### src/rtl/l2_arb_pkg.sv
// -----------------------------------------------------------------------------
// l2_arb_pkg
// Shared types and constants for the L2 port arbiter.
//   lock_state_e  : bus-lock FSM states (UNLOCKED / LOCKED)
//   mst_idx_t     : master index, sized for the largest supported master count
//   JTAG_MST_IDX  : index of the JTAG debug bridge requester
//   next_idx()    : round-robin successor of an index, wrapping at n
// -----------------------------------------------------------------------------
package l2_arb_pkg;

    typedef enum logic [0:0] {
        UNLOCKED = 1'b0,
        LOCKED   = 1'b1
    } lock_state_e;

    // Index type covers up to 8 masters so one type serves every legal
    // N_MASTERS without the package having to be parameterised.
    localparam int unsigned MAX_MASTERS = 8;
    localparam int unsigned MST_IDX_W   = $clog2(MAX_MASTERS);

    typedef logic [MST_IDX_W-1:0] mst_idx_t;

    localparam mst_idx_t JTAG_MST_IDX = mst_idx_t'(0);

    // Successor of idx in a ring of n entries.
    function automatic mst_idx_t next_idx(input mst_idx_t idx, input int unsigned n);
        mst_idx_t nxt;
        if (idx >= mst_idx_t'(n - 32'd1)) begin
            nxt = mst_idx_t'(0);
        end else begin
            nxt = idx + mst_idx_t'(1);
        end
        return nxt;
    endfunction

endpackage

### src/rtl/l2_port_arbiter_if.sv
// -----------------------------------------------------------------------------
// l2_port_arbiter_if
// Bus bundle between the requesters, the arbiter and the single-port L2 SRAM.
//   m_*    : per-master TCDM-style request / grant / response signals
//   mem_*  : SRAM-side request and read data
// Modports:
//   slave  : the arbiter's view (serves the masters, drives the SRAM)
//   master : the environment's view (requesters plus SRAM model)
// -----------------------------------------------------------------------------
interface l2_port_arbiter_if
    import l2_arb_pkg::*;
#(
    parameter int unsigned N_MASTERS = 2,
    parameter int unsigned ADDR_W    = 32,
    parameter int unsigned DATA_W    = 32
);
    localparam int unsigned BE_W = DATA_W / 8;

    logic [N_MASTERS-1:0]             m_req_i;
    logic [N_MASTERS-1:0]             m_we_i;
    logic [N_MASTERS-1:0][BE_W-1:0]   m_be_i;
    logic [N_MASTERS-1:0][ADDR_W-1:0] m_addr_i;
    logic [N_MASTERS-1:0][DATA_W-1:0] m_wdata_i;
    logic [N_MASTERS-1:0]             m_lock_i;
    logic [N_MASTERS-1:0]             m_gnt_o;
    logic [N_MASTERS-1:0]             m_rvalid_o;
    logic [DATA_W-1:0]                m_rdata_o;
    logic                             mem_req_o;
    logic                             mem_we_o;
    logic [BE_W-1:0]                  mem_be_o;
    logic [ADDR_W-1:0]                mem_addr_o;
    logic [DATA_W-1:0]                mem_wdata_o;
    logic [DATA_W-1:0]                mem_rdata_i;

    modport slave (
        input  m_req_i, m_we_i, m_be_i, m_addr_i, m_wdata_i, m_lock_i, mem_rdata_i,
        output m_gnt_o, m_rvalid_o, m_rdata_o,
        output mem_req_o, mem_we_o, mem_be_o, mem_addr_o, mem_wdata_o
    );

    modport master (
        output m_req_i, m_we_i, m_be_i, m_addr_i, m_wdata_i, m_lock_i, mem_rdata_i,
        input  m_gnt_o, m_rvalid_o, m_rdata_o,
        input  mem_req_o, mem_we_o, mem_be_o, mem_addr_o, mem_wdata_o
    );

endinterface

### src/rtl/l2_rr_arbiter.sv
// -----------------------------------------------------------------------------
// l2_rr_arbiter
// Purely combinational round-robin picker.
//   req_i    : request vector
//   mask_i   : eligibility mask (all ones unless a lock restricts the winner)
//   rr_ptr_i : highest-priority index this cycle (must be < N_MASTERS)
//   gnt_o    : one-hot grant, zero when nothing eligible
//   winner_o : index of the granted requester
//   valid_o  : a grant was issued
// -----------------------------------------------------------------------------
module l2_rr_arbiter
    import l2_arb_pkg::*;
#(
    parameter int unsigned N_MASTERS = 2
) (
    input  logic [N_MASTERS-1:0] req_i,
    input  logic [N_MASTERS-1:0] mask_i,
    input  mst_idx_t             rr_ptr_i,
    output logic [N_MASTERS-1:0] gnt_o,
    output mst_idx_t             winner_o,
    output logic                 valid_o
);
    // One spare bit so rr_ptr + offset cannot overflow before the wrap.
    localparam int unsigned SUM_W = MST_IDX_W + 1;

    logic [N_MASTERS-1:0] elig_s;
    logic [SUM_W-1:0]     cand_s;
    logic                 hit_s;
    logic                 take_s;

    // Scan candidates rr_ptr, rr_ptr+1, ... (mod N) and keep the first eligible one.
    always_comb begin
        elig_s   = req_i & mask_i;
        valid_o  = 1'b0;
        winner_o = mst_idx_t'(0);
        cand_s   = {SUM_W{1'b0}};
        hit_s    = 1'b0;
        take_s   = 1'b0;
        gnt_o    = {N_MASTERS{1'b0}};
        for (int off = 0; off < int'(N_MASTERS); off++) begin
            cand_s = SUM_W'(rr_ptr_i) + SUM_W'(off);
            cand_s = (cand_s >= SUM_W'(N_MASTERS)) ? (cand_s - SUM_W'(N_MASTERS)) : cand_s;
            hit_s  = 1'b0;
            for (int i = 0; i < int'(N_MASTERS); i++) begin
                hit_s = hit_s | (elig_s[i] & (cand_s == SUM_W'(i)));
            end
            take_s   = hit_s & ~valid_o;
            winner_o = take_s ? cand_s[MST_IDX_W-1:0] : winner_o;
            valid_o  = valid_o | hit_s;
        end
        for (int i = 0; i < int'(N_MASTERS); i++) begin
            gnt_o[i] = valid_o & (winner_o == mst_idx_t'(i));
        end
    end

endmodule

### src/rtl/l2_port_arbiter.sv
// -----------------------------------------------------------------------------
// l2_port_arbiter
// Shares the single-port L2 SRAM between N_MASTERS requesters (index 0 is the
// JTAG debug bridge). Round-robin grant, optional bounded bus lock, and a
// 1-cycle response path routed back to the granted master.
// Ports:
//   clk_i  : clock
//   rst_i  : synchronous reset, active high
//   bus    : l2_port_arbiter_if.slave (master requests/responses, SRAM side)
//   busy_o : a response is pending or a lock is held
// Build option:
//   L2_ARB_JTAG_PRIO_EN : master 0 preempts everything, including an active
//                         lock; the lock is only suspended for that cycle and
//                         neither lock_cnt nor rr_ptr move on a master-0 grant.
// -----------------------------------------------------------------------------
module l2_port_arbiter
    import l2_arb_pkg::*;
#(
    parameter int unsigned N_MASTERS = 2,
    parameter int unsigned ADDR_W    = 32,
    parameter int unsigned DATA_W    = 32,
    parameter int unsigned LOCK_MAX  = 16
) (
    input  logic               clk_i,
    input  logic               rst_i,
    l2_port_arbiter_if.slave   bus,
    output logic               busy_o
);
    localparam int unsigned BE_W  = DATA_W / 8;
    localparam int unsigned CNT_W = $clog2(LOCK_MAX + 1);

    lock_state_e          state_q, state_d;
    mst_idx_t             lock_owner_q, lock_owner_d;
    logic [CNT_W-1:0]     lock_cnt_q, lock_cnt_d;
    mst_idx_t             rr_ptr_q, rr_ptr_d;
    logic                 rsp_v_q, rsp_v_d;
    mst_idx_t             rsp_id_q, rsp_id_d;

    logic                 owner_req_s;
    logic                 owner_lock_s;
    logic                 lock_hold_s;
    logic                 jtag_req_s;
    logic                 jtag_ovr_s;
    logic [N_MASTERS-1:0] arb_mask_s;
    logic [N_MASTERS-1:0] arb_gnt_s;
    mst_idx_t             arb_win_s;
    logic                 arb_valid_s;
    logic [N_MASTERS-1:0] gnt_s;
    mst_idx_t             win_s;
    logic                 gnt_any_s;
    logic                 win_lock_s;
    logic                 rsp_live_s;

    // Lock continuation: release conditions on the owner are evaluated before
    // arbitration, so a released lock lets everyone compete this same cycle.
    always_comb begin
        owner_req_s  = 1'b0;
        owner_lock_s = 1'b0;
        jtag_req_s   = 1'b0;
        for (int i = 0; i < int'(N_MASTERS); i++) begin
            owner_req_s  = owner_req_s  | (bus.m_req_i[i]  & (lock_owner_q == mst_idx_t'(i)));
            owner_lock_s = owner_lock_s | (bus.m_lock_i[i] & (lock_owner_q == mst_idx_t'(i)));
            jtag_req_s   = jtag_req_s   | (bus.m_req_i[i]  & (JTAG_MST_IDX == mst_idx_t'(i)));
        end
        lock_hold_s = (state_q == LOCKED) & owner_req_s & owner_lock_s;
        for (int i = 0; i < int'(N_MASTERS); i++) begin
            arb_mask_s[i] = ~lock_hold_s | (lock_owner_q == mst_idx_t'(i));
        end
    end

`ifdef L2_ARB_JTAG_PRIO_EN
    assign jtag_ovr_s = jtag_req_s & ~rst_i;
`else
    assign jtag_ovr_s = 1'b0;
`endif

    l2_rr_arbiter #(
        .N_MASTERS (N_MASTERS)
    ) u_rr (
        .req_i    (bus.m_req_i),
        .mask_i   (arb_mask_s),
        .rr_ptr_i (rr_ptr_q),
        .gnt_o    (arb_gnt_s),
        .winner_o (arb_win_s),
        .valid_o  (arb_valid_s)
    );

    // Final grant: nothing in reset, JTAG override when enabled, else RR result.
    always_comb begin
        gnt_s     = {N_MASTERS{1'b0}};
        win_s     = mst_idx_t'(0);
        gnt_any_s = 1'b0;
        if (rst_i) begin
            gnt_any_s = 1'b0;
        end else if (jtag_ovr_s) begin
            for (int i = 0; i < int'(N_MASTERS); i++) begin
                gnt_s[i] = (JTAG_MST_IDX == mst_idx_t'(i));
            end
            win_s     = JTAG_MST_IDX;
            gnt_any_s = 1'b1;
        end else begin
            gnt_s     = arb_gnt_s;
            win_s     = arb_win_s;
            gnt_any_s = arb_valid_s;
        end
    end

    assign bus.m_gnt_o   = gnt_s;
    assign bus.mem_req_o = gnt_any_s;

    // SRAM request mux: AND-OR over the one-hot grant, all zero when idle.
    always_comb begin
        bus.mem_we_o    = 1'b0;
        bus.mem_be_o    = {BE_W{1'b0}};
        bus.mem_addr_o  = {ADDR_W{1'b0}};
        bus.mem_wdata_o = {DATA_W{1'b0}};
        win_lock_s      = 1'b0;
        for (int i = 0; i < int'(N_MASTERS); i++) begin
            bus.mem_we_o    = bus.mem_we_o    | (gnt_s[i] & bus.m_we_i[i]);
            bus.mem_be_o    = bus.mem_be_o    | ({BE_W{gnt_s[i]}}   & bus.m_be_i[i]);
            bus.mem_addr_o  = bus.mem_addr_o  | ({ADDR_W{gnt_s[i]}} & bus.m_addr_i[i]);
            bus.mem_wdata_o = bus.mem_wdata_o | ({DATA_W{gnt_s[i]}} & bus.m_wdata_i[i]);
            win_lock_s      = win_lock_s      | (gnt_s[i] & bus.m_lock_i[i]);
        end
    end

    // Next state for lock FSM, rr pointer and response pipeline.
    always_comb begin
        state_d      = state_q;
        lock_owner_d = lock_owner_q;
        lock_cnt_d   = lock_cnt_q;
        rr_ptr_d     = rr_ptr_q;
        rsp_v_d      = gnt_any_s;
        rsp_id_d     = win_s;
        if (jtag_ovr_s) begin
            // Lock is suspended, not released; pointer and count are frozen.
            state_d = state_q;
        end else if (lock_hold_s) begin
            rr_ptr_d = next_idx(win_s, N_MASTERS);
            if (lock_cnt_q == CNT_W'(LOCK_MAX - 32'd1)) begin
                // Forced release; rr_ptr already points past the owner.
                state_d      = UNLOCKED;
                lock_owner_d = mst_idx_t'(0);
                lock_cnt_d   = {CNT_W{1'b0}};
            end else begin
                lock_cnt_d = lock_cnt_q + CNT_W'(1);
            end
        end else begin
            state_d      = UNLOCKED;
            lock_owner_d = mst_idx_t'(0);
            lock_cnt_d   = {CNT_W{1'b0}};
            if (gnt_any_s) begin
                rr_ptr_d = next_idx(win_s, N_MASTERS);
                if (win_lock_s && (LOCK_MAX > 32'd1)) begin
                    state_d      = LOCKED;
                    lock_owner_d = win_s;
                    lock_cnt_d   = CNT_W'(1);
                end else begin
                    state_d = UNLOCKED;
                end
            end else begin
                rr_ptr_d = rr_ptr_q;
            end
        end
    end

    // State registers with synchronous reset.
    always_ff @(posedge clk_i) begin
        if (rst_i) begin
            state_q      <= UNLOCKED;
            lock_owner_q <= mst_idx_t'(0);
            lock_cnt_q   <= {CNT_W{1'b0}};
            rr_ptr_q     <= mst_idx_t'(0);
            rsp_v_q      <= 1'b0;
            rsp_id_q     <= mst_idx_t'(0);
        end else begin
            state_q      <= state_d;
            lock_owner_q <= lock_owner_d;
            lock_cnt_q   <= lock_cnt_d;
            rr_ptr_q     <= rr_ptr_d;
            rsp_v_q      <= rsp_v_d;
            rsp_id_q     <= rsp_id_d;
        end
    end

    // A response still in flight when reset arrives is suppressed, not emitted.
    assign rsp_live_s = rsp_v_q & ~rst_i;

    // Response routing back to the master granted last cycle.
    always_comb begin
        for (int i = 0; i < int'(N_MASTERS); i++) begin
            bus.m_rvalid_o[i] = rsp_live_s & (rsp_id_q == mst_idx_t'(i));
        end
        bus.m_rdata_o = rsp_live_s ? bus.mem_rdata_i : {DATA_W{1'b0}};
    end

    assign busy_o = ~rst_i & (rsp_v_q | (state_q == LOCKED));

endmodule

### src/flat_wrapper.sv
// flat-port wrapper written by rule: the top's interface ports become plain ports
module l2_port_arbiter_flat import l2_arb_pkg::*;
#(
    parameter int unsigned N_MASTERS = 2,
    parameter int unsigned ADDR_W    = 32,
    parameter int unsigned DATA_W    = 32,
    parameter int unsigned LOCK_MAX  = 16
)
  (clk_i, rst_i, busy_o, bus_m_req_i, bus_m_we_i, bus_m_be_i, bus_m_addr_i, bus_m_wdata_i, bus_m_lock_i, bus_mem_rdata_i, bus_m_gnt_o, bus_m_rvalid_o, bus_m_rdata_o, bus_mem_req_o, bus_mem_we_o, bus_mem_be_o, bus_mem_addr_o, bus_mem_wdata_o);
  l2_port_arbiter_if #(.N_MASTERS(N_MASTERS), .ADDR_W(ADDR_W), .DATA_W(DATA_W)) bus_i ();
  input  logic clk_i;
  input  logic rst_i;
  output logic busy_o;
  input wire logic [$bits(bus_i.m_req_i)-1:0] bus_m_req_i;
  input wire logic [$bits(bus_i.m_we_i)-1:0] bus_m_we_i;
  input wire logic [$bits(bus_i.m_be_i)-1:0] bus_m_be_i;
  input wire logic [$bits(bus_i.m_addr_i)-1:0] bus_m_addr_i;
  input wire logic [$bits(bus_i.m_wdata_i)-1:0] bus_m_wdata_i;
  input wire logic [$bits(bus_i.m_lock_i)-1:0] bus_m_lock_i;
  input wire logic [$bits(bus_i.mem_rdata_i)-1:0] bus_mem_rdata_i;
  output wire logic [$bits(bus_i.m_gnt_o)-1:0] bus_m_gnt_o;
  output wire logic [$bits(bus_i.m_rvalid_o)-1:0] bus_m_rvalid_o;
  output wire logic [$bits(bus_i.m_rdata_o)-1:0] bus_m_rdata_o;
  output wire logic [$bits(bus_i.mem_req_o)-1:0] bus_mem_req_o;
  output wire logic [$bits(bus_i.mem_we_o)-1:0] bus_mem_we_o;
  output wire logic [$bits(bus_i.mem_be_o)-1:0] bus_mem_be_o;
  output wire logic [$bits(bus_i.mem_addr_o)-1:0] bus_mem_addr_o;
  output wire logic [$bits(bus_i.mem_wdata_o)-1:0] bus_mem_wdata_o;
  assign bus_i.m_req_i = bus_m_req_i;
  assign bus_i.m_we_i = bus_m_we_i;
  assign bus_i.m_be_i = bus_m_be_i;
  assign bus_i.m_addr_i = bus_m_addr_i;
  assign bus_i.m_wdata_i = bus_m_wdata_i;
  assign bus_i.m_lock_i = bus_m_lock_i;
  assign bus_i.mem_rdata_i = bus_mem_rdata_i;
  assign bus_m_gnt_o = bus_i.m_gnt_o;
  assign bus_m_rvalid_o = bus_i.m_rvalid_o;
  assign bus_m_rdata_o = bus_i.m_rdata_o;
  assign bus_mem_req_o = bus_i.mem_req_o;
  assign bus_mem_we_o = bus_i.mem_we_o;
  assign bus_mem_be_o = bus_i.mem_be_o;
  assign bus_mem_addr_o = bus_i.mem_addr_o;
  assign bus_mem_wdata_o = bus_i.mem_wdata_o;
  l2_port_arbiter #(.N_MASTERS(N_MASTERS), .ADDR_W(ADDR_W), .DATA_W(DATA_W), .LOCK_MAX(LOCK_MAX)) u_core (.clk_i(clk_i), .rst_i(rst_i), .bus(bus_i), .busy_o(busy_o));
endmodule
### config.mk
export PLATFORM = sky130hd
export DESIGN_NAME = l2_port_arbiter_flat
export DESIGN_NICKNAME = d
export VERILOG_FILES = /design/src/rtl/l2_arb_pkg.sv /design/src/rtl/l2_port_arbiter_if.sv /design/src/rtl/l2_rr_arbiter.sv /design/src/rtl/l2_port_arbiter.sv /design/src/flat_wrapper.sv
export SDC_FILE = /design/constraint.sdc
export NUM_CORES = 1
export LEC_CHECK = 0
export CORE_AREA = 2 2 110 112
export DETAILED_ROUTE_END_ITERATION = 10
export DIE_AREA = 0 0 112 114
export PLACE_DENSITY = 0.58
export SYNTH_ARGS = -nofsm -noshare
export SYNTH_HDL_FRONTEND = slang
export SYNTH_HIERARCHICAL = 1
export SYNTH_SLANG_ARGS = --single-unit
### constraint.sdc
create_clock -name clk_i -period 3.35 [get_ports clk_i]
set_input_delay 0.335 -clock clk_i [delete_from_list [all_inputs] [get_ports clk_i]]
set_output_delay 0.335 -clock clk_i [all_outputs]
set_load 0.03 [all_outputs]
* Word-level counts from Yosys, hierarchy flattened
Cells that the tools add are included.
Widths: inputs -> output; s select.
** Word-level totals
- Bits of input ports :: 176
- Logic and storage cells :: 94
- Register bits after elaboration :: 16
- Output and inout bits :: 107
** Operators by class
- Eq/ne operators :: 7
- Order comparisons :: 3
- Add/subtract/negate cells :: 5
- Muxes and demuxes :: 23
- Bitwise logic cells :: 44
- Reduce and logical (&&, ||, !) cells :: 6
** Operators with widths (number)
- $and 32x32->32 :: 4
- $or 32x32->32 :: 2
- $mux 32 :: 1
- $mux 3 :: 10
- $and 1x1->1 :: 21
- $mux 5 :: 2
- $or 1x1->1 :: 10
- $eq 3x1->1 const B :: 3
- $logic_not 3->1 :: 3
- $and 4x4->4 :: 2
- $eq 4x1->1 const B :: 2
- $logic_not 4->1 :: 2
- $mux 4 :: 2
- $mux 1 :: 7
- $add 5x1->5 const B :: 1
- $eq 5x4->1 const B :: 1
- $add 3x1->4 const B :: 1
- $ge 4x2->1 const B :: 1
- $or 4x4->4 :: 1
- $sub 3x2->4 const B :: 1
- $sub 4x2->4 const B :: 1
- $add 3x1->3 const B :: 1
- $ge 3x1->1 const B :: 1
- $ge 3x2->1 const B :: 1
- 5 further kinds :: 7

* Logic depth before layout (Yosys ltp)
Gate-level depths: netlist of the first run.
- Depth in word-level cells :: 21
- Mapped depth :: 14
- Gate-level depth less buffers :: 14

* Hierarchy
The synthesis of the first run kept the hierarchy.
** Modules (own cells, without submodules)
- l2_port_arbiter :: area each 1579.0 um2, cells an instance 195, sequential area each 320.3 um2, instances 1
- l2_rr_arbiter :: area each 239.0 um2, cells an instance 34, sequential area each 0.0 um2, instances 1

* Worst setup path before layout of the first run
Ideal clock, no wire load.
- Kind :: register to output
- Start point :: register u_core.rr_ptr_q[1]
- End point :: output port bus_mem_wdata_o[22]
- Stages on the path, launching flop included :: 13
- Slack :: 0.181 ns
- Path buffers :: 2
- Arrival :: 2.834 ns
- Required time :: 3.015 ns
- Cells stage by stage :: dfxtp_1 inv_1 ha_1 ha_1 nand2b_1 a21oi_1 o2bb2ai_2 o22a_2 nor2_1 nor2b_1 clkbuf_1 clkbuf_1 a22o_1
** On the way
- Word-level cells in the longest chain between the ends :: 13
- Elaborated cells on any way between the ends :: 30
- Those cells by class :: 3 x add/sub; 2 x order compare; 3 x eq/ne; 5 x mux; 14 x bitwise; 3 x reduce/logical
** RTL lines
- from (decl) :: line l2_port_arbiter.sv:35 : mst_idx_t rr_ptr_q, rr_ptr_d;
- from (signal assigned) :: line l2_port_arbiter.sv:173 : rr_ptr_q <= mst_idx_t'(0);
- from (signal assigned) :: line l2_port_arbiter.sv:180 : rr_ptr_q <= rr_ptr_d;
- $add 3x1->4, or another cell as far along :: line l2_rr_arbiter.sv:41 : cand_s = SUM_W'(rr_ptr_i) + SUM_W'(off);
- $sub 4x2->4, or another cell as far along :: line l2_rr_arbiter.sv:42 : cand_s = (cand_s >= SUM_W'(N_MASTERS)) ? (cand_s - SUM_W'(N_MASTERS)) : cand_s;
- $mux 4, or another cell as far along :: line l2_rr_arbiter.sv:42
- $eq 4x1->1, or another cell as far along :: line l2_rr_arbiter.sv:45 : hit_s = hit_s | (elig_s[i] & (cand_s == SUM_W'(i)));
- $and 1x1->1 or $or 1x1->1 (tied branches) :: line l2_rr_arbiter.sv:45
- $or 1x1->1 or $not 1->1 (tied branches) :: line l2_rr_arbiter.sv:45, l2_rr_arbiter.sv:47
- $and 1x1->1 :: line l2_rr_arbiter.sv:47 : take_s = hit_s & ~valid_o;
- $mux 3 :: line l2_rr_arbiter.sv:48 : winner_o = take_s ? cand_s[MST_IDX_W-1:0] : winner_o;
- $logic_not 3->1 :: line l2_rr_arbiter.sv:52 : gnt_o[i] = valid_o & (winner_o == mst_idx_t'(i));
- $and 1x1->1 (*) :: line l2_rr_arbiter.sv:52
- via u_core.arb_gnt_s[0] :: line l2_port_arbiter.sv:45 : logic [N_MASTERS-1:0] arb_gnt_s;
- $mux 2 (*) :: line l2_port_arbiter.sv:93 : if (rst_i) begin
- via bus_m_gnt_o[0] :: line flat_wrapper.sv:21 : output wire logic [$bits(bus_i.m_gnt_o)-1:0] bus_m_gnt_o;
- $and 32x32->32 (*) :: line l2_port_arbiter.sv:122 : bus.mem_wdata_o = bus.mem_wdata_o | ({DATA_W{gnt_s[i]}} & bus.m_wdata_i[i]);
- $or 32x32->32 (*) :: line l2_port_arbiter.sv:122
- to (decl) :: line flat_wrapper.sv:28 : output wire logic [$bits(bus_i.mem_wdata_o)-1:0] bus_mem_wdata_o;
Mark *: on every way through the listed nets, which the timed path passes. The rest lies on a longest branch.

* Worst setup path after layout of the first run
- Start point :: input port bus_m_req_i[1]
- End point :: output port bus_mem_wdata_o[7]
** On the way
- Word-level cells in the longest chain between the ends :: 17
- Elaborated cells on any way between the ends :: 27
- Those cells by class :: 1 x eq/ne; 3 x mux; 22 x bitwise; 1 x reduce/logical
** RTL lines
- from (decl) :: line flat_wrapper.sv:14 : input wire logic [$bits(bus_i.m_req_i)-1:0] bus_m_req_i;
- $and 1x1->1 (*) :: line l2_port_arbiter.sv:61 : owner_req_s = owner_req_s | (bus.m_req_i[i] & (lock_owner_q == mst_idx_t'(i)));
- $or 1x1->1 (*) :: line l2_port_arbiter.sv:61
- $and 1x1->1 (*) (2 in series) :: line l2_port_arbiter.sv:65 : lock_hold_s = (state_q == LOCKED) & owner_req_s & owner_lock_s;
- $not 1->1 (*) :: line l2_port_arbiter.sv:67 : arb_mask_s[i] = ~lock_hold_s | (lock_owner_q == mst_idx_t'(i));
- $or 1x1->1 (*) :: line l2_port_arbiter.sv:67
- via u_core.arb_mask_s[1] :: line l2_port_arbiter.sv:44 : logic [N_MASTERS-1:0] arb_mask_s;
- $and 2x2->2 (*) :: line l2_rr_arbiter.sv:33 : elig_s = req_i & mask_i;
- $and 1x1->1 :: line l2_rr_arbiter.sv:45
- [... 2 more ...]
- $and 1x1->1 :: line l2_rr_arbiter.sv:47
- $mux 3 :: line l2_rr_arbiter.sv:48
- $logic_not 3->1 :: line l2_rr_arbiter.sv:52
- $and 1x1->1 (*) :: line l2_rr_arbiter.sv:52
- via u_core.arb_gnt_s[0] :: line l2_port_arbiter.sv:45
- $mux 2 (*) :: line l2_port_arbiter.sv:93
- $and 32x32->32 (*) :: line l2_port_arbiter.sv:122
- $or 32x32->32 (*) :: line l2_port_arbiter.sv:122
Marks and branches as above.

==> summary.txt, run 1 <==
Status
  • Status: completed

Timing
  • RSZ-0062 raised after global routing: false
  • Final Cycle Share: 95.9%
  • Worst hold slack: 0.508 ns
  • Slew @ Worst Pin: 0.608 ns
  • TNS Setup: 0 ns
  • Minimum clock period: 3.21 ns
  • Relative slew margins: 59.3%
  • Pins Over Slew Limit: 0
  • Setup violations, final: 0
  • Worst clock skew: 0.00270 ns
  • Worst setup margin: 0.139 ns
  • Fmax: 311 MHz
  • Hold Vio Cnt, Final: 0

Pwr
  • Leakage power: 0.00216 uW
  • Switching power: 443 uW
  • Combinational share of power: 62.9%
  • Pwr/cell area: 253 nW/um2
  • Clock share of power: 20.6%
  • Pint: 794 uW
  • Worst VDD drop: 0.152 mV
  • Sw Ratio: 35.8%
  • Power share of the sequential group: 16.5%

Clocking
  • CTS tree: done
  • Worst-path clk slew: 0.05 ns
  • CTS Hold Bufs: 0
  • Number of buffers created by CTS: 3
  • CTS Sinks: 16
  • H-tree Lvls: 1
  • Clock buffer depth: 2
  • Clock root buffer master: clkbuf_16
  • Skew-Pair Late Insertion Delay: 0.25 ns

Synthesis
  • Yosys reg bits: 16
  • Commonest cells post-synth: a22o_1, and2_1, clkbuf_1, nor2_1, dfxtp_1
  • Synth cell types: 37
  • Post-Syn Instances: 229
  • Synthesized area per cell: 7.94 um2
  • Async SR Flop Fraction: 0%
  • Leading area contributor after synthesis: a22o_1
  • Mapped Area: 1820 um2
  • Register area share after synthesis: 17.6%
  • Synth top area cells: a22o_1, dfxtp_1, and2_1, ha_1, clkbuf_1
  • Prevailing post-synth register cell: dfxtp_1
  • Post-synth EDFFs: 0
  • Synth warnings: 6
  • Most common cell in the netlist: a22o_1
  • Synth top area share: 33.7%

Placed design
  • Final Wtd Congestion: 0.776
  • PortBufs: 282
  • DP Worst Slack: 0.0844 ns
  • Area post-placement: 4630 um2
  • Post-DP HPWL: 9690 um
  • Post-Place Cells: 646

Floorplan
  • Core box area: 11700 um2
  • Die Y: 114 um
  • I/O Pins: 283
  • Die W: 112 um
  • Initial core utilization: 15.5%
  • Number of core rows: 40
  • Die ar.: 12800 um2

Critical path
  • Worst Path Max Fanout: 17
  • Worst path arrival time: 2.88 ns
  • Crit path kind: in -> out
  • Reg2Reg Depth: 14
  • Worst EP required: 3.01 ns
  • Startpoint Class: input pin
  • CP Capture Type: output pin

Final layout
  • Antenna Cells: 0
  • Design area: 4890 um2
  • Non-Filler Instances: 658
  • Area grow syn2layout: 169%
  • Area of the multi-input gates: 1390 um2
  • FF+latch area: 322 um2
  • Nets: 695
  • # fillers: 1162
  • Share of cells above drive strength 1: 27.4%

Routing
  • Total Wirelength: 12000 um
  • Routed Antenna Nets: 0
  • Via density: 4.46
  • DRC: 0
  • Via count: 2937
  • Wire per inst: 18.3 um
  • Drt pass-1 iters: 4
  • Initial DRC Count: 85

GRT
  • Largest net degree at the start of global routing: 58
  • Initial antenna violation count: 1
  • Gr usage total: 15.4%
  • Number of global-route vias before repair: 2775
  • Overflow after GRT: 0
  • First-pass GRT wire length: 15300 um

Min path
  • Hold Crit Depth: 1
  • Hold Path Class: reg -> reg

Job
  • Max_cap viols: 0
power by group through the flow:
stage / logic [uW] / registers, uW / clock network [uW]
2_1_floorplan: 345 / 206 / 0
3_3_place_gp: 740 / 208 / 0
3_5_place_dp: 744 / 208 / 0
4_1_cts: 746 / 204 / 266
5_1_grt: 817 / 205 / 277
6_report: 777 / 204 / 255
sequential cells by signal, indices dropped and copies added (netlist names):
| signal | flops |
|---|---|
| u_core/lock_cnt_q | 5 |
| u_core/lock_owner_q | 3 |
| u_core/rsp_v_q | 1 |
| u_core/rsp_id_q | 3 |
| u_core/rr_ptr_q | 3 |
| u_core/state_q | 1 |
stage by stage:
| stage | utilization [%] | power, uW |
|---|---|---|
| 2_1_floorplan | - | 550 |
| 6_report | 41.8 | 1240 |
| 4_1_cts | 40.3 | 1220 |
| 3_5_place_dp | 39.6 | 952 |
| 5_1_grt | 41.8 | 1300 |
| 3_3_place_gp | 39.6 | 947 |
routing by layer:
| metal | share of wire [%] | track usage [%] | vias up | wire length [um] |
|---|---|---|---|---|
| met2 | 52 | 29.7 | 170 | 6310 |
| met4 | 0.54 | 1.95 | 2 | 65 |
| met5 | 0.11 | 0 | - | 13 |
| met1 | 37 | 16.2 | 1341 | 4460 |
| li1 | - | - | 1415 | - |
| met3 | 9.8 | 5.95 | 9 | 1180 |
logic make-up (layout without fill, tap and decap cells):
family,after synthesis,count (layout),synth area share (%)
XOR/XNOR,3,3,1.45
other,1,2,0.206
adder cells (fa/ha/maj),7,7,4.82
buffers and inverters,31,312,7.29
flip-flops,16,16,17.6
AND/OR/NAND/NOR,82,82,26.2
AO/OA/AOI/OAI,89,89,42.5
worst paths after layout:
check / endpoint / slack (ns) / from
max reg2reg: u_core/rr_ptr_q[1] / 0.41 / u_core/rr_ptr_q[1]
max: bus_mem_wdata_o[7] / 0.14 / bus_m_req_i[1]
min reg2reg: u_core/lock_cnt_q[0] / 0.51 / u_core/lock_cnt_q[0]
min: u_core/lock_cnt_q[0] / 0.51 / u_core/lock_cnt_q[0]
worst max-delay path, stage by stage:
cell	delay (ns)
clkdlybuf4s50_1	0.52
nand3_2	0.11
a2111oi_4	0.44
nand2_1	0.11
nand2_2	0.09
o21ai_1	0.09
o22a_2	0.20
nor2_1	0.12
nor2b_4	0.25
buf_12	0.14
clkbuf_16	0.16
a22o_1	0.15
buf_4	0.15
cells in the final DEF, fill, tap and decap left out, types with 2 or more instances in the layout:
master | Yosys | routed
clkdlybuf4s50_1 | 0 | 176
buf_4 | 2 | 109
a22o_1 | 70 | 70
and2_1 | 32 | 32
nor2_1 | 17 | 17
dfxtp_1 | 16 | 15
buf_12 | 0 | 8
clkbuf_16 | 0 | 7
inv_1 | 7 | 7
nor2b_1 | 9 | 7
ha_1 | 7 | 7
nand2_1 | 6 | 5
a21oi_1 | 4 | 4
buf_6 | 1 | 3
nand2b_1 | 3 | 3
and3_1 | 3 | 3
nand3_1 | 4 | 3
o21ai_1 | 2 | 3
o21a_1 | 3 | 3
nor2b_4 | 0 | 2
o2bb2ai_1 | 2 | 2
nand2_2 | 1 | 2
xnor2_1 | 2 | 2
conb_1 | 1 | 2
cell type report:
class,count,share of cell area [%]
Clock buffer,4,1.81
Timing Repair Buffer,301,58.9
Inverter,7,0.537
Multi-Input combinational cell,183,28.4
Tap cell,147,3.76
Sequential cell,16,6.57
repair_timing:
item,in CTS,in global routing
endpoints found under the hold margin,0,0
setup buffers,0,3
resized for setup,1,6
cloned,0,5
endpoints found under the setup margin,1,69
pin swaps,0,1
Note: power is estimated with default switching activity, not from simulation.
==> inputs of run 2 (changes only) <==
--- a/config.mk
+++ b/config.mk
@@ -9,6 +9,7 @@
 export DETAILED_ROUTE_END_ITERATION = 10
 export DIE_AREA = 0 0 112 114
 export PLACE_DENSITY = 0.58
+export SLEW_MARGIN = 20
 export SYNTH_ARGS = -nofsm -noshare
 export SYNTH_HDL_FRONTEND = slang
 export SYNTH_HIERARCHICAL = 1
==> results of run 2 <==
Same layout as run 1: the final DEF is identical, and so are final timing and power.
